`src/rtl/rf_pkg.sv`:
```
// Shared types for the register-file write path: address type, grant encoding
// and the arbiter's priority state.
package rf_pkg;
  localparam int XLEN       = 32;
  localparam int REG_ADDR_W = 5;

  typedef logic [REG_ADDR_W-1:0] reg_addr_t;

  typedef enum logic [1:0] {GNT_NONE, GNT_DBG, GNT_WB, GNT_LLU} wr_grant_e;

  typedef enum logic [0:0] {ARB_NORMAL = 1'b0, ARB_STARVED = 1'b1} arb_state_e;
endpackage

```
`src/rtl/regfile_write_arbiter_if.sv`:
```
// Request side of the register-file write port: WB, LLU and debug writers plus
// the LLU issue notification that arms the busy scoreboard.
interface regfile_write_arbiter_if
  import rf_pkg::*;
#(
  parameter int XLEN = rf_pkg::XLEN
);
  // Each writer raises *_valid with rd/data stable and holds them until its
  // *_ready is seen high; the write happens in that valid&&ready cycle.
  logic            wb_valid;
  reg_addr_t       wb_rd;
  logic [XLEN-1:0] wb_data;
  logic            wb_ready;

  logic            llu_issue;
  reg_addr_t       llu_issue_rd;
  logic            llu_valid;
  reg_addr_t       llu_rd;
  logic [XLEN-1:0] llu_data;
  logic            llu_ready;

  logic            dbg_valid;
  reg_addr_t       dbg_rd;
  logic [XLEN-1:0] dbg_data;
  logic            dbg_ready;

  modport master (
    output wb_valid, wb_rd, wb_data,
    output llu_issue, llu_issue_rd, llu_valid, llu_rd, llu_data,
    output dbg_valid, dbg_rd, dbg_data,
    input  wb_ready, llu_ready, dbg_ready
  );

  modport slave (
    input  wb_valid, wb_rd, wb_data,
    input  llu_issue, llu_issue_rd, llu_valid, llu_rd, llu_data,
    input  dbg_valid, dbg_rd, dbg_data,
    output wb_ready, llu_ready, dbg_ready
  );
endinterface

```
`src/rtl/regfile_busy_tracker.sv`:
```
// Scoreboard of registers awaiting a long-latency result. A new issue in the
// same cycle as the retiring write to that register keeps the bit set.
module regfile_busy_tracker
  import rf_pkg::*;
#(
  parameter int NREGS = 32
) (
  input  logic             clk,
  input  logic             reset,
  input  logic             i_set_en,
  input  reg_addr_t        i_set_rd,
  input  logic             i_clr_en,
  input  reg_addr_t        i_clr_rd,
  output logic [NREGS-1:0] o_busy_mask
);
  logic [NREGS-1:0] r_mask;
  logic [NREGS-1:0] w_set;
  logic [NREGS-1:0] w_clr;

  always_comb begin
    w_set = '0;
    w_clr = '0;
    if (i_set_en) w_set[i_set_rd] = 1'b1;
    if (i_clr_en) w_clr[i_clr_rd] = 1'b1;
    w_set[0] = 1'b0;
  end

  always_ff @(posedge clk) begin
    if (reset) r_mask <= '0;
    else       r_mask <= (r_mask & ~w_clr) | w_set;
  end

  assign o_busy_mask = r_mask;
endmodule

```
`src/rtl/regfile_write_arbiter.sv`:
```
// Single register-file write port shared by debug, writeback and the LLU, with
// starvation promotion for the LLU and a busy mask for the hazard unit.
module regfile_write_arbiter
  import rf_pkg::*;
#(
  parameter int XLEN         = rf_pkg::XLEN,
  parameter int NREGS        = 32,
  parameter int STARVE_LIMIT = 4
) (
  input  logic                                clk,
  input  logic                                reset,
  regfile_write_arbiter_if.slave              bus,
  output logic                                rf_we,
  output reg_addr_t                           rf_rd,
  output logic [XLEN-1:0]                     rf_wdata,
  output logic [NREGS-1:0]                    busy_mask,
  output logic [0:0]                          o_dbg_state,
  output logic [$clog2(STARVE_LIMIT+1)-1:0]   o_dbg_scnt
);
  localparam int SCNT_W = $clog2(STARVE_LIMIT + 1);
  localparam logic [SCNT_W-1:0] SCNT_MAX = SCNT_W'(STARVE_LIMIT);
  localparam logic [0:0] ST_NORMAL  = ARB_NORMAL;
  localparam logic [0:0] ST_STARVED = ARB_STARVED;

  logic [0:0]        r_state;
  logic [SCNT_W-1:0] r_scnt;
  logic [SCNT_W-1:0] w_scnt_nxt;
  wr_grant_e         w_gnt;
  reg_addr_t         w_rd;
  logic [XLEN-1:0]   w_data;
  logic              w_llu_xfer;
  logic              w_llu_wait;

  // Debug always wins; STARVED swaps WB and LLU. Nothing is granted in reset.
  always_comb begin
    w_gnt = GNT_NONE;
    if (!reset) begin
      if (bus.dbg_valid)             w_gnt = GNT_DBG;
      else if (r_state == ST_STARVED) begin
        if (bus.llu_valid)           w_gnt = GNT_LLU;
        else if (bus.wb_valid)       w_gnt = GNT_WB;
      end else begin
        if (bus.wb_valid)            w_gnt = GNT_WB;
        else if (bus.llu_valid)      w_gnt = GNT_LLU;
      end
    end
  end

  assign bus.dbg_ready = (w_gnt == GNT_DBG);
  assign bus.wb_ready  = (w_gnt == GNT_WB);
  assign bus.llu_ready = (w_gnt == GNT_LLU);

  always_comb begin
    w_rd   = '0;
    w_data = '0;
    case (w_gnt)
      GNT_DBG: begin w_rd = bus.dbg_rd; w_data = bus.dbg_data; end
      GNT_WB:  begin w_rd = bus.wb_rd;  w_data = bus.wb_data;  end
      GNT_LLU: begin w_rd = bus.llu_rd; w_data = bus.llu_data; end
      default: begin w_rd = '0;         w_data = '0;           end
    endcase
  end

  assign rf_we    = (w_gnt != GNT_NONE) && (w_rd != '0);
  assign rf_rd    = rf_we ? w_rd : '0;
  assign rf_wdata = rf_we ? w_data : '0;

  assign w_llu_xfer = (w_gnt == GNT_LLU);
  assign w_llu_wait = bus.llu_valid && !w_llu_xfer;
  assign w_scnt_nxt = !w_llu_wait ? '0 :
                      (r_scnt == SCNT_MAX) ? r_scnt : r_scnt + 1'b1;

  // Promotion takes effect on the edge where the count reaches the limit, so the
  // LLU is granted in the cycle after its STARVE_LIMIT-th wait.
  always_ff @(posedge clk) begin
    if (reset) begin
      r_state <= ST_NORMAL;
      r_scnt  <= '0;
    end else begin
      r_scnt <= w_scnt_nxt;
      case (r_state)
        ST_NORMAL:
          if (w_llu_wait && (w_scnt_nxt == SCNT_MAX)) r_state <= ST_STARVED;
        ST_STARVED:
          if (w_llu_xfer || !bus.llu_valid) r_state <= ST_NORMAL;
        default: r_state <= ST_NORMAL;
      endcase
    end
  end

  assign o_dbg_state = r_state;
  assign o_dbg_scnt  = r_scnt;

  regfile_busy_tracker #(.NREGS(NREGS)) u_busy (
    .clk         (clk),
    .reset       (reset),
    .i_set_en    (bus.llu_issue),
    .i_set_rd    (bus.llu_issue_rd),
    .i_clr_en    (w_llu_xfer),
    .i_clr_rd    (bus.llu_rd),
    .o_busy_mask (busy_mask)
  );
endmodule
```
`src/flat_wrapper.sv`:
```
// flat-port wrapper written by rule: the top's interface ports become plain ports
module regfile_write_arbiter_flat import rf_pkg::*;
#(
  parameter int XLEN         = rf_pkg::XLEN,
  parameter int NREGS        = 32,
  parameter int STARVE_LIMIT = 4
)
  (clk, reset, rf_we, rf_rd, rf_wdata, busy_mask, o_dbg_state, o_dbg_scnt, bus_wb_valid, bus_wb_rd, bus_wb_data, bus_llu_issue, bus_llu_issue_rd, bus_llu_valid, bus_llu_rd, bus_llu_data, bus_dbg_valid, bus_dbg_rd, bus_dbg_data, bus_wb_ready, bus_llu_ready, bus_dbg_ready);
  regfile_write_arbiter_if #(.XLEN(XLEN)) bus_i ();
  input  logic clk;
  input  logic reset;
  output logic rf_we;
  output reg_addr_t rf_rd;
  output logic [XLEN-1:0] rf_wdata;
  output logic [NREGS-1:0] busy_mask;
  output logic [0:0] o_dbg_state;
  output logic [$clog2(STARVE_LIMIT+1)-1:0] o_dbg_scnt;
  input wire logic [$bits(bus_i.wb_valid)-1:0] bus_wb_valid;
  input wire logic [$bits(bus_i.wb_rd)-1:0] bus_wb_rd;
  input wire logic [$bits(bus_i.wb_data)-1:0] bus_wb_data;
  input wire logic [$bits(bus_i.llu_issue)-1:0] bus_llu_issue;
  input wire logic [$bits(bus_i.llu_issue_rd)-1:0] bus_llu_issue_rd;
  input wire logic [$bits(bus_i.llu_valid)-1:0] bus_llu_valid;
  input wire logic [$bits(bus_i.llu_rd)-1:0] bus_llu_rd;
  input wire logic [$bits(bus_i.llu_data)-1:0] bus_llu_data;
  input wire logic [$bits(bus_i.dbg_valid)-1:0] bus_dbg_valid;
  input wire logic [$bits(bus_i.dbg_rd)-1:0] bus_dbg_rd;
  input wire logic [$bits(bus_i.dbg_data)-1:0] bus_dbg_data;
  output wire logic [$bits(bus_i.wb_ready)-1:0] bus_wb_ready;
  output wire logic [$bits(bus_i.llu_ready)-1:0] bus_llu_ready;
  output wire logic [$bits(bus_i.dbg_ready)-1:0] bus_dbg_ready;
  assign bus_i.wb_valid = bus_wb_valid;
  assign bus_i.wb_rd = bus_wb_rd;
  assign bus_i.wb_data = bus_wb_data;
  assign bus_i.llu_issue = bus_llu_issue;
  assign bus_i.llu_issue_rd = bus_llu_issue_rd;
  assign bus_i.llu_valid = bus_llu_valid;
  assign bus_i.llu_rd = bus_llu_rd;
  assign bus_i.llu_data = bus_llu_data;
  assign bus_i.dbg_valid = bus_dbg_valid;
  assign bus_i.dbg_rd = bus_dbg_rd;
  assign bus_i.dbg_data = bus_dbg_data;
  assign bus_wb_ready = bus_i.wb_ready;
  assign bus_llu_ready = bus_i.llu_ready;
  assign bus_dbg_ready = bus_i.dbg_ready;
  regfile_write_arbiter #(.XLEN(XLEN), .NREGS(NREGS), .STARVE_LIMIT(STARVE_LIMIT)) u_core (.clk(clk), .reset(reset), .bus(bus_i), .rf_we(rf_we), .rf_rd(rf_rd), .rf_wdata(rf_wdata), .busy_mask(busy_mask), .o_dbg_state(o_dbg_state), .o_dbg_scnt(o_dbg_scnt));
endmodule
```
`config.mk`:
```
export PLATFORM = sky130hd
export DESIGN_NAME = regfile_write_arbiter_flat
export DESIGN_NICKNAME = d
export VERILOG_FILES = /design/src/rtl/rf_pkg.sv /design/src/rtl/regfile_write_arbiter_if.sv /design/src/rtl/regfile_busy_tracker.sv /design/src/rtl/regfile_write_arbiter.sv /design/src/flat_wrapper.sv
export SDC_FILE = /design/constraint.sdc
export NUM_CORES = 1
export LEC_CHECK = 0
export BUFFER_PORTS_ARGS = -buffer_cell sky130_fd_sc_hd__buf_2
export CAP_MARGIN = 15
export CORE_ASPECT_RATIO = 0.6
export CORE_MARGIN = 2
export CORE_UTILIZATION = 42
export CTS_CLUSTER_SIZE = 10
export DETAILED_ROUTE_END_ITERATION = 8
export PLACE_DENSITY = 0.85
export SETUP_SLACK_MARGIN = 0.5
export SYNTH_ARGS = -nofsm -noshare
export SYNTH_HDL_FRONTEND = slang
export SYNTH_SLANG_ARGS = --single-unit
```
`constraint.sdc`:
```
create_clock -name clk -period 4.1 [get_ports clk]
set_input_delay 0.205 -clock clk [delete_from_list [all_inputs] [get_ports clk]]
set_output_delay 0.205 -clock clk [all_outputs]
set_load 0.02 [all_outputs]
```
======== Word-level counts from Yosys, hierarchy flattened ========
Cells that the tools add are included.
storage, ports and cells
  register bits ........................... 36
  input bits .............................. 122
  output and inout port bits .............. 77
  logic and storage cells ................. 49
operators by class
  add/sub/neg operators ................... 1
  $lt $le $gt $ge ......................... 4
  equal/unequal tests ..................... 5
  mux-type cells .......................... 22
  bitwise gates (word level) .............. 4
  reduce and logical (&&, ||, !) cells .... 10
operator list
  kind                 count
  $mux 32              3
  $pmux 32 s3          1
  $and 32x32->32       1
  $not 32->32          1
  $or 32x32->32        1
  $pmux 5 s3           1
  $mux 2               7
  $lt 5x6->1 const B   2
  $demux 1 s5          2
  $ge 5x1->1 const B   2
  $eq 3x3->1 const B   2
  $mux 3               2
  $logic_and 1x1->1    5
  $mux 5               1
  $reduce_bool 5->1    1
  $eq 2x2->1 const B   2
  $mux 1               4
  $add 3x1->3 const B  1
  $eq 2x1->1 const B   1
  $logic_not 1->1      2
  $pmux 1 s2           1
  $reduce_bool 2->1    1
  $logic_or 1x1->1     1
  $not 1->1            1

======== Depth between registers and ports, before layout ========
Gate-level depths: netlist of the first run.
  word-level depth ........................ 13
  gate-level depth with buffers ........... 8

======== Hierarchy ========
From an unflattened synthesis of the first run, not the netlist that was laid out.
unflattened totals
  cells, all modules ...................... 280
  area total of the unflattened synthesis .. 2,501.1 µm²
by module, submodules not included
  module                 times used  cells an instance  area each (µm²)  sequential area each (µm²)
  regfile_busy_tracker   1           156                1,381.3          640.6
  regfile_write_arbiter  1           124                1,119.8          80.1

======== Worst setup path after synthesis of the first run ========
OpenSTA, ideal clock, no wires.
  path type ............................... flip-flop to output port
  from .................................... reg u_core.r_state, in the netlist u_core.o_dbg_state
  to ...................................... out rf_wdata[10]
  data arrival time ....................... 1.835 ns
  setup slack ............................. 2.060 ns
  stages on the path, launching flop included .. 8
  cell sequence ........................... dfxtp_1 nor2b_1 nor4b_4 a222oi_1 and3_1 buf_6 buf_6 a21oi_2
on the way
  cells in the longest elaborated chain, start to end .. 8
ends and longest elaborated chain
  what                                      line                         text
  start: declaration                        regfile_write_arbiter.sv:25  logic [0:0] r_state;
  start signal: assignment                  regfile_write_arbiter.sv:77  r_state <= ST_NORMAL;
  start signal: assignment                  regfile_write_arbiter.sv:83  if (w_llu_wait && (w_scnt_nxt == SCNT_MAX)) r_state <= ST_STARVED;
  start signal: assignment                  regfile_write_arbiter.sv:85  if (w_llu_xfer || !bus.llu_valid) r_state <= ST_NORMAL;
  $mux 2 *                                  regfile_write_arbiter.sv:39  else if (r_state == ST_STARVED) begin
  $mux 2 *                                  regfile_write_arbiter.sv:38  if (bus.dbg_valid) w_gnt = GNT_DBG;
  $mux 2 *                                  regfile_write_arbiter.sv:37  if (!reset) begin
  $eq 2x2->1 or $eq 2x1->1 (tied branches)  regfile_write_arbiter.sv:56  case (w_gnt)
  $pmux 5 s3                                regfile_write_arbiter.sv:56
  $reduce_bool 5->1                         regfile_write_arbiter.sv:64  assign rf_we = (w_gnt != GNT_NONE) && (w_rd != '0);
  $logic_and 1x1->1                         regfile_write_arbiter.sv:64
  $mux 32 *                                 regfile_write_arbiter.sv:66  assign rf_wdata = rf_we ? w_data : '0;
  end: declaration                          flat_wrapper.sv:14           output logic [XLEN-1:0] rf_wdata;
Mark *: on every way between the ends. The rest lies on a longest branch, timed or not.

======== Final worst setup path of the first run ========
  from .................................... reg u_core.r_state, in the netlist u_core.o_dbg_state
  to ...................................... out rf_we
on the way
  cells in the longest elaborated chain, start to end .. 7
ends and longest elaborated chain
  what                                      line                         text
  $mux 2 *                                  regfile_write_arbiter.sv:39
  $mux 2 *                                  regfile_write_arbiter.sv:38
  $mux 2 *                                  regfile_write_arbiter.sv:37
  $eq 2x2->1 or $eq 2x1->1 (tied branches)  regfile_write_arbiter.sv:56
  $pmux 5 s3                                regfile_write_arbiter.sv:56
  $reduce_bool 5->1                         regfile_write_arbiter.sv:64
  $logic_and 1x1->1 *                       regfile_write_arbiter.sv:64
  end: declaration                          flat_wrapper.sv:12           output logic rf_we;
Marks and branches as above.

==> results of run 1 <==
Yosys cell counts, types with 4 or more instances:
cell type / n / area [um2]
nand2_1: 38 / 143
a222oi_1: 37 / 370
a21oi_1: 36 / 180
dfxtp_1: 36 / 721
o21ai_1: 31 / 155
a21oi_2: 29 / 254
clkbuf_1: 14 / 52.6
buf_6: 9 / 101
inv_1: 9 / 33.8
nor2_1: 9 / 33.8
nor3b_1: 6 / 45.0
nand3b_1: 5 / 37.5
buf_1: 4 / 15.0
routing by layer:
| metal | vias to the layer above | wire length [um] | part of all wire |
|---|---|---|---|
| met1 | 1473 | 3760 | 0.41 |
| li1 | 1483 | - | - |
| met4 | 0 | 143 | 0.015 |
| met2 | 220 | 4280 | 0.46 |
| met5 | - | 0 | 0 |
| met3 | 20 | 1070 | 0.12 |
layout make-up:
| cell class | count | area share |
|---|---|---|
| Tap cell | 69 | 0.0251 |
| Clock inverter | 1 | 0.00873 |
| Inverter | 9 | 0.00982 |
| Sequential cell | 36 | 0.210 |
| Clock buffer | 7 | 0.0280 |
| Multi-Input combinational cell | 217 | 0.422 |
| Timing Repair Buffer | 202 | 0.297 |
flip-flops by register name (all words and copies together) (netlist names):
register / cells
u_core.u_busy.o_busy_mask: 32
u_core.o_dbg_scnt: 3
u_core.o_dbg_state: 1
power groups by stage:
stage               Clock (uW)  Sequential [uW]  Combinational [uW]
floorplan                    0              372                 181
global placement             0              366                 285
detailed placement           0              366                 289
CTS                        346              358                 291
global route               365              358                 315
finish                     343              358                 294
worst max-delay path, cell delays in order (launching register included):
cell and delay [ns]:
dfxtp_1 0.36, nor2b_1 0.23, nor4b_4 0.11, buf_4 0.29, a222oi_1 0.44, and2_2 0.84, nand2_1 0.15, buf_2 0.21
metrics by stage:
step           worst slack, ns  area (um2)  cells  utilization  total power [uW]
2_1_floorplan             2.06        2390    292            -               553
3_3_place_gp              1.14        3310    533        0.600               651
3_5_place_dp              1.02        3310    533        0.600               656
4_1_cts                  0.978        3440    541        0.623               995
5_1_grt                  0.751        3440    541        0.623              1040
6_report                 0.958        3440    541        0.623               994
kinds of logic after synthesis:
logic type / Yosys count / synth area share
and+or+nand+nor: 79 / 0.175
DFF: 36 / 0.302
buffers and inverters: 39 / 0.0922
adders and majority gates: 2 / 0.0105
AOI/OAI and AO/OA: 135 / 0.417
xor gates and xnor gates: 1 / 0.00367
worst min-delay path by stage:
| stage | endpoint | slack [ns] | cells after the start | start |
|---|---|---|---|---|
| finish | u_core.u_busy.o_busy_mask[12] | 0.35 | 4 | bus_llu_issue_rd[1] |
| global route | u_core.u_busy.o_busy_mask[28] | 0.37 | 4 | bus_llu_issue_rd[0] |
| floorplan | u_core.u_busy.o_busy_mask[1] | 0.40 | 3 | bus_llu_issue_rd[3] |
| detailed placement | u_core.u_busy.o_busy_mask[0] | 0.46 | 1 | u_core.u_busy.o_busy_mask[0] |
| CTS | u_core.u_busy.o_busy_mask[20] | 0.33 | 4 | bus_llu_issue_rd[1] |
| global placement | u_core.u_busy.o_busy_mask[0] | 0.46 | 1 | u_core.u_busy.o_busy_mask[0] |
==> impl_table.tex, run 1 <==
\begin{tabular}{lr}
\hline
Metric & Value \\
\hline
\multicolumn{2}{l}{\textbf{Routing}} \\
\quad Via/cell ratio & 5.91 \\
\quad Overall via count from detail\_route & 3196 \\
\quad Number of remaining DRC errors & 0 \\
\quad Post-detailed-route wirelength per cell & 17.1 um \\
\quad First-pass DRT Iterations & 9 \\
\quad Post-route ant nets & 0 \\
\quad WL final & 9250 um \\
\quad Iteration-0 DRC Markers & 439 \\
\multicolumn{2}{l}{\textbf{Finish}} \\
\quad Area occupied by multi-input gates & 1450 um2 \\
\quad Fraction of final layout cells with drive strength greater than 1 & 0.521 \\
\quad Post-layout nets & 595 \\
\quad Antenna diode count & 0 \\
\quad Most common cell after layout, fill and taps aside & buf\_2 \\
\quad P\&R area growth vs syn & 44.1\% \\
\quad Most used cells in the layout excluding fill and tap cells & buf\_2 (198), nand2\_1 (38), a222oi\_1 (37), a21oi\_1 (36), dfxtp\_1 (36) \\
\quad Fillcell total & 503 \\
\quad Total area of sequential cells & 721 um2 \\
\multicolumn{2}{l}{\textbf{Pwr}} \\
\quad Int Power & 678 uW \\
\quad Net Switching & 316 uW \\
\quad Leak & 0.00163 uW \\
\quad Portion of total power attributed to combinational logic & 0.295 \\
\quad Worst ir drop on vdd & 0.182 mV \\
\quad Fraction of power spent switching nets & 0.318 \\
\quad Portion of total power attributed to sequential cells & 0.360 \\
\quad Part of the power in the clock network & 0.345 \\
\quad Power density cells & 289 nW/um2 \\
\multicolumn{2}{l}{\textbf{Critical path}} \\
\quad Slack of the worst reg-to-reg path & 1.70 ns \\
\quad Crit path DAT & 2.94 ns \\
\quad Worst R2R End & u\_core.u\_busy.o\_busy\_mask[12] \\
\quad Count of cells along the worst register-to-register path & 6 \\
\quad Worst setup path class & reg2out \\
\quad Critical path capture point & rf\_we \\
\quad Crit start category & flip-flop \\
\quad First element of the critical path & u\_core.o\_dbg\_state \\
\quad Category of the worst setup path capture point & output pin \\
\quad Data required time at the worst endpoint & 3.89 ns \\
\quad Peak fanout along the critical path & 36 \\
\quad Startpoint of the worst register-to-register path & u\_core.o\_dbg\_state \\
\multicolumn{2}{l}{\textbf{Die}} \\
\quad Number of placement rows & 21 \\
\quad Die extent in y & 62.4 um \\
\quad Number of top-level pins & 199 \\
\quad Initial core utilization & 0.433 \\
\quad Chip Width & 101 um \\
\quad Area of the die & 6320 um2 \\
\quad Core outline area & 5520 um2 \\
\multicolumn{2}{l}{\textbf{Clocking}} \\
\quad TritonCTS clock tree & done \\
\quad Clock root buffer & clkbuf\_8 \\
\quad \# H-tree levels & 2 \\
\quad Total clock sinks & 36 \\
\quad Clock tree buffer depth & 2 \\
\quad Number of instances resized during post-cts repair & 0 \\
\quad CTS buffer count & 5 \\
\quad Hold-fix buffer count after cts & 0 \\
\quad Clk Latency, worst-skew pair & 0.29 ns \\
\quad \# Post-CTS Setup Buffers & 0 \\
\quad Clock transition at the register clock pins on the worst setup and hold paths after CTS & 0.07 ns \\
\multicolumn{2}{l}{\textbf{Global route}} \\
\quad Number of global-route vias before repair & 2770 \\
\quad Met1 track demand over resource & 0.391 \\
\quad Met3 track demand over resource & 0.0705 \\
\quad First-pass GRT wire length & 13900 um \\
\quad Global-route layer with the greatest usage & met2 \\
\quad Maximum number of pins on one net before global-route repair & 37 \\
\quad Global-route usage over all layers & 0.275 \\
\quad GRT Residual Overflow & 0 \\
\quad Met2 demand-to-capacity share in global routing & 0.425 \\
\quad Number of antenna violations at the first check in global routing & 0 \\
\multicolumn{2}{l}{\textbf{Outcome}} \\
\quad Outcome & completed \\
\multicolumn{2}{l}{\textbf{Timing}} \\
\quad Final worst path period need & 3.14 ns \\
\quad Sum of negative setup slack & 0 ns \\
\quad Period Utilization, post-route & 0.766 \\
\quad Number of endpoints failing setup at the final stage & 0 \\
\quad Final hold viol count & 0 \\
\quad Slew of the pin with the lowest slew margin & 0.950 ns \\
\quad Worst-case hold slack & 0.352 ns \\
\quad Slew Limit Headroom & 0.365 \\
\quad Max-slew violation count & 0 \\
\quad Fmax & 318 MHz \\
\quad Setup repair after global routing missed its margin & no \\
\quad Skew final & 0.00404 ns \\
\multicolumn{2}{l}{\textbf{Yosys}} \\
\quad Proportion of synthesized chip area in sequential cells & 0.302 \\
\quad Cell area after synthesis & 2390 um2 \\
\quad Syn avg cell area & 8.18 um2 \\
\quad Most used flip-flop cell after synthesis & dfxtp\_1 \\
\quad Post-Synthesis Cells & 292 \\
\quad Async set or reset register ratio after synthesis & 0 \\
\quad Seq cells post-synth & 36 \\
\quad EDFF count, synth & 0 \\
\quad Netlist cell types & 29 \\
\quad Yosys warnings & 0 \\
\quad Post-synthesis net count & 416 \\
\multicolumn{2}{l}{\textbf{Placement}} \\
\quad IO Port Bufs & 198 \\
\quad Detail Placement HPWL & 7000 um \\
\quad Global placer's final weighted congestion & 0.842 \\
\multicolumn{2}{l}{\textbf{Worst hold path}} \\
\quad Min-Delay Path Class & in2reg \\
\multicolumn{2}{l}{\textbf{Flow run}} \\
\quad Maximum capacitance violations & 0 \\
\hline
\end{tabular}
Note: power is estimated with default switching activity, not from simulation.
==> run 2: changes to the inputs <==
CORE_UTILIZATION = 39   (was 42)
PLACE_DENSITY = 0.8   (was 0.85)
clock period = 3 ns   (was 4.1 ns; I/O delays follow)
==> impl_table.tex, run 2 (synthesis results as in run 1) <==
\begin{tabular}{lr}
\hline
Metric & Value \\
\hline
\multicolumn{2}{l}{\textbf{Routing}} \\
\quad Post-route ant nets & 0 \\
\quad Via/cell ratio & 5.75 \\
\quad Overall via count from detail\_route & 3274 \\
\quad Post-detailed-route wirelength per cell & 17.2 um \\
\quad WL final & 9810 um \\
\quad Number of remaining DRC errors & 0 \\
\quad First-pass DRT Iterations & 7 \\
\quad Iteration-0 DRC Markers & 475 \\
\multicolumn{2}{l}{\textbf{Timing}} \\
\quad Final hold viol count & 0 \\
\quad Number of endpoints failing setup at the final stage & 0 \\
\quad Worst-case hold slack & 0.279 ns \\
\quad Setup repair after global routing missed its margin & no \\
\quad Skew final & 0.00498 ns \\
\quad Max-slew violation count & 0 \\
\quad Final worst path period need & 2.39 ns \\
\quad Slew of the pin with the lowest slew margin & 0.908 ns \\
\quad Min setup slack post-route & 0.610 ns \\
\quad Period Utilization, post-route & 0.797 \\
\quad Sum of negative setup slack & 0 ns \\
\quad Fmax & 418 MHz \\
\quad Slew Limit Headroom & 0.393 \\
\multicolumn{2}{l}{\textbf{Placement}} \\
\quad Worst-case setup slack after placement & 0.439 ns \\
\quad Global placer's final weighted congestion & 0.836 \\
\quad IO Port Bufs & 198 \\
\quad Detail Placement HPWL & 7290 um \\
\quad Placed inst area & 3360 um2 \\
\multicolumn{2}{l}{\textbf{Critical path}} \\
\quad Crit path DAT & 2.24 ns \\
\quad Maximum single-stage delay on the critical path & 0.43 ns \\
\quad Category of the worst setup path capture point & output pin \\
\quad Cell family with most CP delay & compound AO/OA/AOI/OAI gates \\
\quad Data required time at the worst endpoint & 2.85 ns \\
\quad Sequence of cells on the critical path & nor2b\_4 -> nor4b\_4 -> buf\_4 -> a222oi\_1 -> and3\_2 -> buf\_12 -> a21oi\_1 -> buf\_2 \\
\quad Number of buffers and inverters on the critical path & 3 \\
\quad Crit start category & flip-flop \\
\quad Worst setup path class & reg2out \\
\quad Slowest cell on crit path & a222oi\_1 \\
\quad Peak fanout along the critical path & 33 \\
\multicolumn{2}{l}{\textbf{Finish}} \\
\quad Total area of sequential cells & 722 um2 \\
\quad Most used cells in the layout excluding fill and tap cells & buf\_2 (198), nand2\_1 (38), a222oi\_1 (37), a21oi\_1 (36), dfxtp\_1 (35) \\
\quad Fraction of final layout cells with drive strength greater than 1 & 0.536 \\
\quad P\&R area growth vs syn & 51.8\% \\
\quad Antenna diode count & 0 \\
\quad Area occupied by multi-input gates & 1460 um2 \\
\quad Max FFs per register & 32 \\
\quad Final Cell Area & 3620 um2 \\
\quad Fillcell total & 583 \\
\quad Final core utilization & 0.604 \\
\quad Post-layout nets & 608 \\
\quad Most common cell after layout, fill and taps aside & buf\_2 \\
\multicolumn{2}{l}{\textbf{Global route}} \\
\quad Maximum number of pins on one net before global-route repair & 34 \\
\quad Global-route usage over all layers & 0.267 \\
\quad Met2 demand-to-capacity share in global routing & 0.409 \\
\quad First-pass GRT wire length & 14500 um \\
\quad Met3 track demand over resource & 0.0584 \\
\quad Global-route layer with the greatest usage & met2 \\
\quad Number of antenna violations at the first check in global routing & 0 \\
\quad Number of global-route vias before repair & 2867 \\
\quad GRT Residual Overflow & 0 \\
\quad Met1 track demand over resource & 0.383 \\
\multicolumn{2}{l}{\textbf{Clocking}} \\
\quad Clock transition at the register clock pins on the worst setup and hold paths after CTS & 0.07 ns \\
\quad Clock tree buffer depth & 2 \\
\quad Clock root buffer & clkbuf\_8 \\
\quad Clk Latency, worst-skew pair & 0.29 ns \\
\quad Hold-fix buffer count after cts & 0 \\
\quad TritonCTS clock tree & done \\
\quad Total clock sinks & 36 \\
\quad \# H-tree levels & 2 \\
\quad CTS buffer count & 5 \\
\multicolumn{2}{l}{\textbf{Die}} \\
\quad Initial core utilization & 0.398 \\
\quad Number of placement rows & 22 \\
\quad Die extent in y & 64.6 um \\
\quad Core outline area & 6000 um2 \\
\quad Chip Width & 105 um \\
\quad Number of top-level pins & 199 \\
\quad Area of the die & 6780 um2 \\
\multicolumn{2}{l}{\textbf{Pwr}} \\
\quad Portion of total power attributed to combinational logic & 0.331 \\
\quad Part of the power in the clock network & 0.310 \\
\quad Fraction of power spent switching nets & 0.328 \\
\quad Int Power & 916 uW \\
\quad Power density cells & 376 nW/um2 \\
\quad Net Switching & 447 uW \\
\quad Leak & 0.00173 uW \\
\quad Portion of total power attributed to sequential cells & 0.359 \\
\quad Worst ir drop on vdd & 0.183 mV \\
\multicolumn{2}{l}{\textbf{Worst hold path}} \\
\quad Min-Delay Path Class & in2reg \\
\multicolumn{2}{l}{\textbf{Flow run}} \\
\quad Maximum capacitance violations & 0 \\
\multicolumn{2}{l}{\textbf{Outcome}} \\
\quad Outcome & completed \\
\hline
\end{tabular}
run 2: cell count changes in the layout (fill, tap and decap cells not counted):
cell       delta
and2_2        -1
and2_4        +1
buf_12        +3
buf_4         +7
buf_6         +1
clkbuf_1      +1
clkbuf_16     +2
clkbuf_8      -2
clkinv_2      +1
dfxtp_1       -1
dfxtp_2       +1
nor2b_1       -1
nor2b_4       +1
run 2: worst min-delay path: stages:
cell and delay, ns:
buf_2 0.10, nor3b_1 0.13, nand2_1 0.09, a21oi_1 0.05
run 2: final timing paths:
path / from / cells past startpoint / slack [ns] / to
min: bus_llu_issue_rd[0] / 4 / 0.28 / u_core.u_busy.o_busy_mask[4]
min reg2reg: u_core.u_busy.o_busy_mask[0] / 1 / 0.47 / u_core.u_busy.o_busy_mask[0]
max reg2reg: u_core.o_dbg_state / 7 / 1.07 / u_core.u_busy.o_busy_mask[28]
max: u_core.o_dbg_state / 8 / 0.61 / rf_wdata[31]
run 2: routing by layer:
layer  share of wire  vias up
met5               0        -
met4           0.012        0
met3            0.11       16
met2            0.46      225
met1            0.43     1526
li1                -     1507
run 2: power by group through the flow:
stage / combinational [uW] / sequential, uW / clock [uW]
2_1_floorplan: 248 / 508 / 0
3_3_place_gp: 400 / 500 / 0
3_5_place_dp: 406 / 500 / 0
4_1_cts: 421 / 489 / 427
5_1_grt: 482 / 490 / 455
6_report: 452 / 489 / 423
run 2: area by class of cell:
| type | instances | area share |
|---|---|---|
| clock inverters | 2 | 0.00967 |
| inverters | 9 | 0.00932 |
| clock buffers | 6 | 0.0200 |
| well taps | 84 | 0.0290 |
| repair buffers | 215 | 0.330 |
| multi-input cells | 217 | 0.403 |
| flip-flops and latches | 36 | 0.199 |
run 2: what timing repair did:
| item | CTS | global route |
|---|---|---|
| pin swaps | 5 | 4 |
| setup endpoints to repair | 33 | 33 |
| setup buffers | 7 | 1 |
| gates resized for setup | 4 | 3 |
| cloned | 0 | 3 |
run 2: through the flow:
| stage | std cells | power (uW) |
|---|---|---|
| after global routing | 569 | 1430 |
| final | 569 | 1360 |
| after CTS | 565 | 1340 |
| after floorplan | 292 | 756 |
| after global placement | 550 | 900 |
| after detailed placement | 550 | 906 |
==> run 3: changes to the inputs <==
clock period = 2.3 ns   (was 3 ns; I/O delays follow)
==> impl_table.tex, run 3 (synthesis results as in run 1) <==
\begin{tabular}{lr}
\hline
Metric & Value \\
\hline
\multicolumn{2}{l}{\textbf{Finish}} \\
\quad Final Cell Area & 4050 um2 \\
\quad Most used cells in the layout excluding fill and tap cells & buf\_2 (164), a222oi\_1 (37), nand2\_1 (37), a21oi\_1 (36), dfxtp\_1 (35) \\
\quad Fraction of final layout cells with drive strength greater than 1 & 0.580 \\
\quad Antenna diode count & 0 \\
\quad Most common cell after layout, fill and taps aside & buf\_2 \\
\quad Fillcell total & 487 \\
\quad Post-route insts no fill & 584 \\
\quad Post-layout nets & 623 \\
\quad Max FFs per register & 32 \\
\quad P\&R area growth vs syn & 69.4\% \\
\multicolumn{2}{l}{\textbf{Placement}} \\
\quad Placed cell count & 552 \\
\quad Placed inst area & 3390 um2 \\
\quad IO Port Bufs & 198 \\
\quad Global placer's final weighted congestion & 0.884 \\
\quad Detail Placement HPWL & 7290 um \\
\quad Worst-case setup slack after placement & 0.173 ns \\
\multicolumn{2}{l}{\textbf{Pwr}} \\
\quad Int Power & 1300 uW \\
\quad Portion of total power attributed to combinational logic & 0.383 \\
\quad Part of the power in the clock network & 0.288 \\
\quad Worst ir drop on vdd & 0.292 mV \\
\quad Net Switching & 640 uW \\
\quad Portion of total power attributed to sequential cells & 0.329 \\
\quad Power density cells & 479 nW/um2 \\
\quad Leak & 0.00185 uW \\
\quad Fraction of power spent switching nets & 0.330 \\
\multicolumn{2}{l}{\textbf{Die}} \\
\quad Area of the die & 6780 um2 \\
\quad Number of top-level pins & 199 \\
\quad Die extent in y & 64.6 um \\
\quad Chip Width & 105 um \\
\quad Number of placement rows & 22 \\
\quad Core outline area & 6000 um2 \\
\quad Initial core utilization & 0.398 \\
\multicolumn{2}{l}{\textbf{Outcome}} \\
\quad Outcome & finished, violations left \\
\quad Violations in the final reports & setup timing \\
\multicolumn{2}{l}{\textbf{Timing}} \\
\quad Slew Limit Headroom & 0.439 \\
\quad Final worst path period need & 2.44 ns \\
\quad Slew of the pin with the lowest slew margin & 0.839 ns \\
\quad Setup repair after global routing missed its margin & yes \\
\quad Fmax & 410 MHz \\
\quad Min setup slack post-route & -0.137 ns \\
\quad Period Utilization, post-route & 1.06 \\
\quad Skew final & 0.00391 ns \\
\quad Number of endpoints failing setup at the final stage & 34 \\
\quad Final hold viol count & 0 \\
\quad Max-slew violation count & 0 \\
\multicolumn{2}{l}{\textbf{Global route}} \\
\quad Global-route usage over all layers & 0.299 \\
\quad Number of antenna violations at the first check in global routing & 0 \\
\quad Maximum number of pins on one net before global-route repair & 34 \\
\quad Number of global-route vias before repair & 3081 \\
\quad GRT Residual Overflow & 0 \\
\quad First-pass GRT wire length & 15900 um \\
\multicolumn{2}{l}{\textbf{Clocking}} \\
\quad Clock root buffer & clkbuf\_8 \\
\quad \# H-tree levels & 2 \\
\quad Clock tree buffer depth & 2 \\
\quad Total clock sinks & 36 \\
\quad CTS buffer count & 5 \\
\quad Hold-fix buffer count after cts & 0 \\
\quad TritonCTS clock tree & done \\
\quad Clk Latency, worst-skew pair & 0.29 ns \\
\quad Clock transition at the register clock pins on the worst setup and hold paths after CTS & 0.07 ns \\
\multicolumn{2}{l}{\textbf{Critical path}} \\
\quad Crit start category & flip-flop \\
\quad Peak fanout along the critical path & 8 \\
\quad Worst setup path class & reg2out \\
\quad Data required time at the worst endpoint & 2.18 ns \\
\quad Category of the worst setup path capture point & output pin \\
\quad Crit path DAT & 2.32 ns \\
\multicolumn{2}{l}{\textbf{Routing}} \\
\quad Via/cell ratio & 5.98 \\
\quad Post-route ant nets & 0 \\
\quad Overall via count from detail\_route & 3495 \\
\quad First-pass DRT Iterations & 9 \\
\quad Iteration-0 DRC Markers & 490 \\
\quad Number of remaining DRC errors & 0 \\
\quad WL final & 11500 um \\
\quad Post-detailed-route wirelength per cell & 19.6 um \\
\multicolumn{2}{l}{\textbf{Worst hold path}} \\
\quad Min-Delay Path Class & in2reg \\
\multicolumn{2}{l}{\textbf{Flow run}} \\
\quad Maximum capacitance violations & 0 \\
\hline
\end{tabular}
-- run 3: critical path, stage by stage (launching register included) --
cell	delay [ns]
dfxtp_4	0.37
nor2b_4	0.14
nor4b_4	0.06
buf_6	0.14
a222oi_1	0.46
and3_4	0.34
buf_12	0.12
clkbuf_16	0.15
a21oi_2	0.06
buf_4	0.17
-- run 3: final timing paths --
kind | start | endpoint | slack, ns | depth (start not counted)
hold reg to reg | u_core.u_busy.o_busy_mask[0] | u_core.u_busy.o_busy_mask[0] | 0.47 | 1
setup reg to reg | u_core.o_dbg_state | u_core.u_busy.o_busy_mask[20] | 0.48 | 7
setup / recovery | u_core.o_dbg_state | rf_wdata[17] | -0.14 | 9
hold / removal | bus_llu_issue_rd[0] | u_core.u_busy.o_busy_mask[8] | 0.23 | 4
-- run 3: timing repair --
item,in CTS,in global routing
pin swaps,28,25
endpoints found under the hold margin,0,0
setup buffers,17,4
gates resized for setup,40,51
cloned,2,1
setup endpoints to repair,40,70
-- run 3: cell type report --
class / instances / area [um2] / area share
clock buffer: 6 / 72.6 / 0.0179
clock inverter: 2 / 35.0 / 0.00866
sequential: 36 / 724 / 0.179
multi-input combinational: 217 / 1530 / 0.379
tap: 84 / 105 / 0.0260
timing repair buffer: 230 / 1540 / 0.381
inverter: 9 / 33.8 / 0.00835
-- run 3: per-layer routing --
layer,vias up,share of wire,track usage
met1,1628,0.39,0.387
met4,0,0.031,0.103
met5,-,0,0
li1,1541,-,-
met2,277,0.46,0.459
met3,49,0.12,0.111
-- run 3: through the flow --
step                      utilization  total power [uW]  setup TNS [ns]  hold WS (ns)
after floorplan                     -               985               0         0.312
after global placement          0.565              1180               0         0.465
after detailed placement        0.565              1190               0         0.466
after CTS                       0.636              1840          -0.189         0.227
after global routing            0.674              2020           -5.83         0.242
final                           0.674              1940           -3.70         0.233
-- run 3: power by group through the flow --
stage          sequential [uW]  combinational, uW  clock (uW)
6_report                   638                742         558
3_5_place_dp               653                534           0
3_3_place_gp               652                524           0
2_1_floorplan              662                323           0
5_1_grt                    639                777         605
4_1_cts                    637                648         560
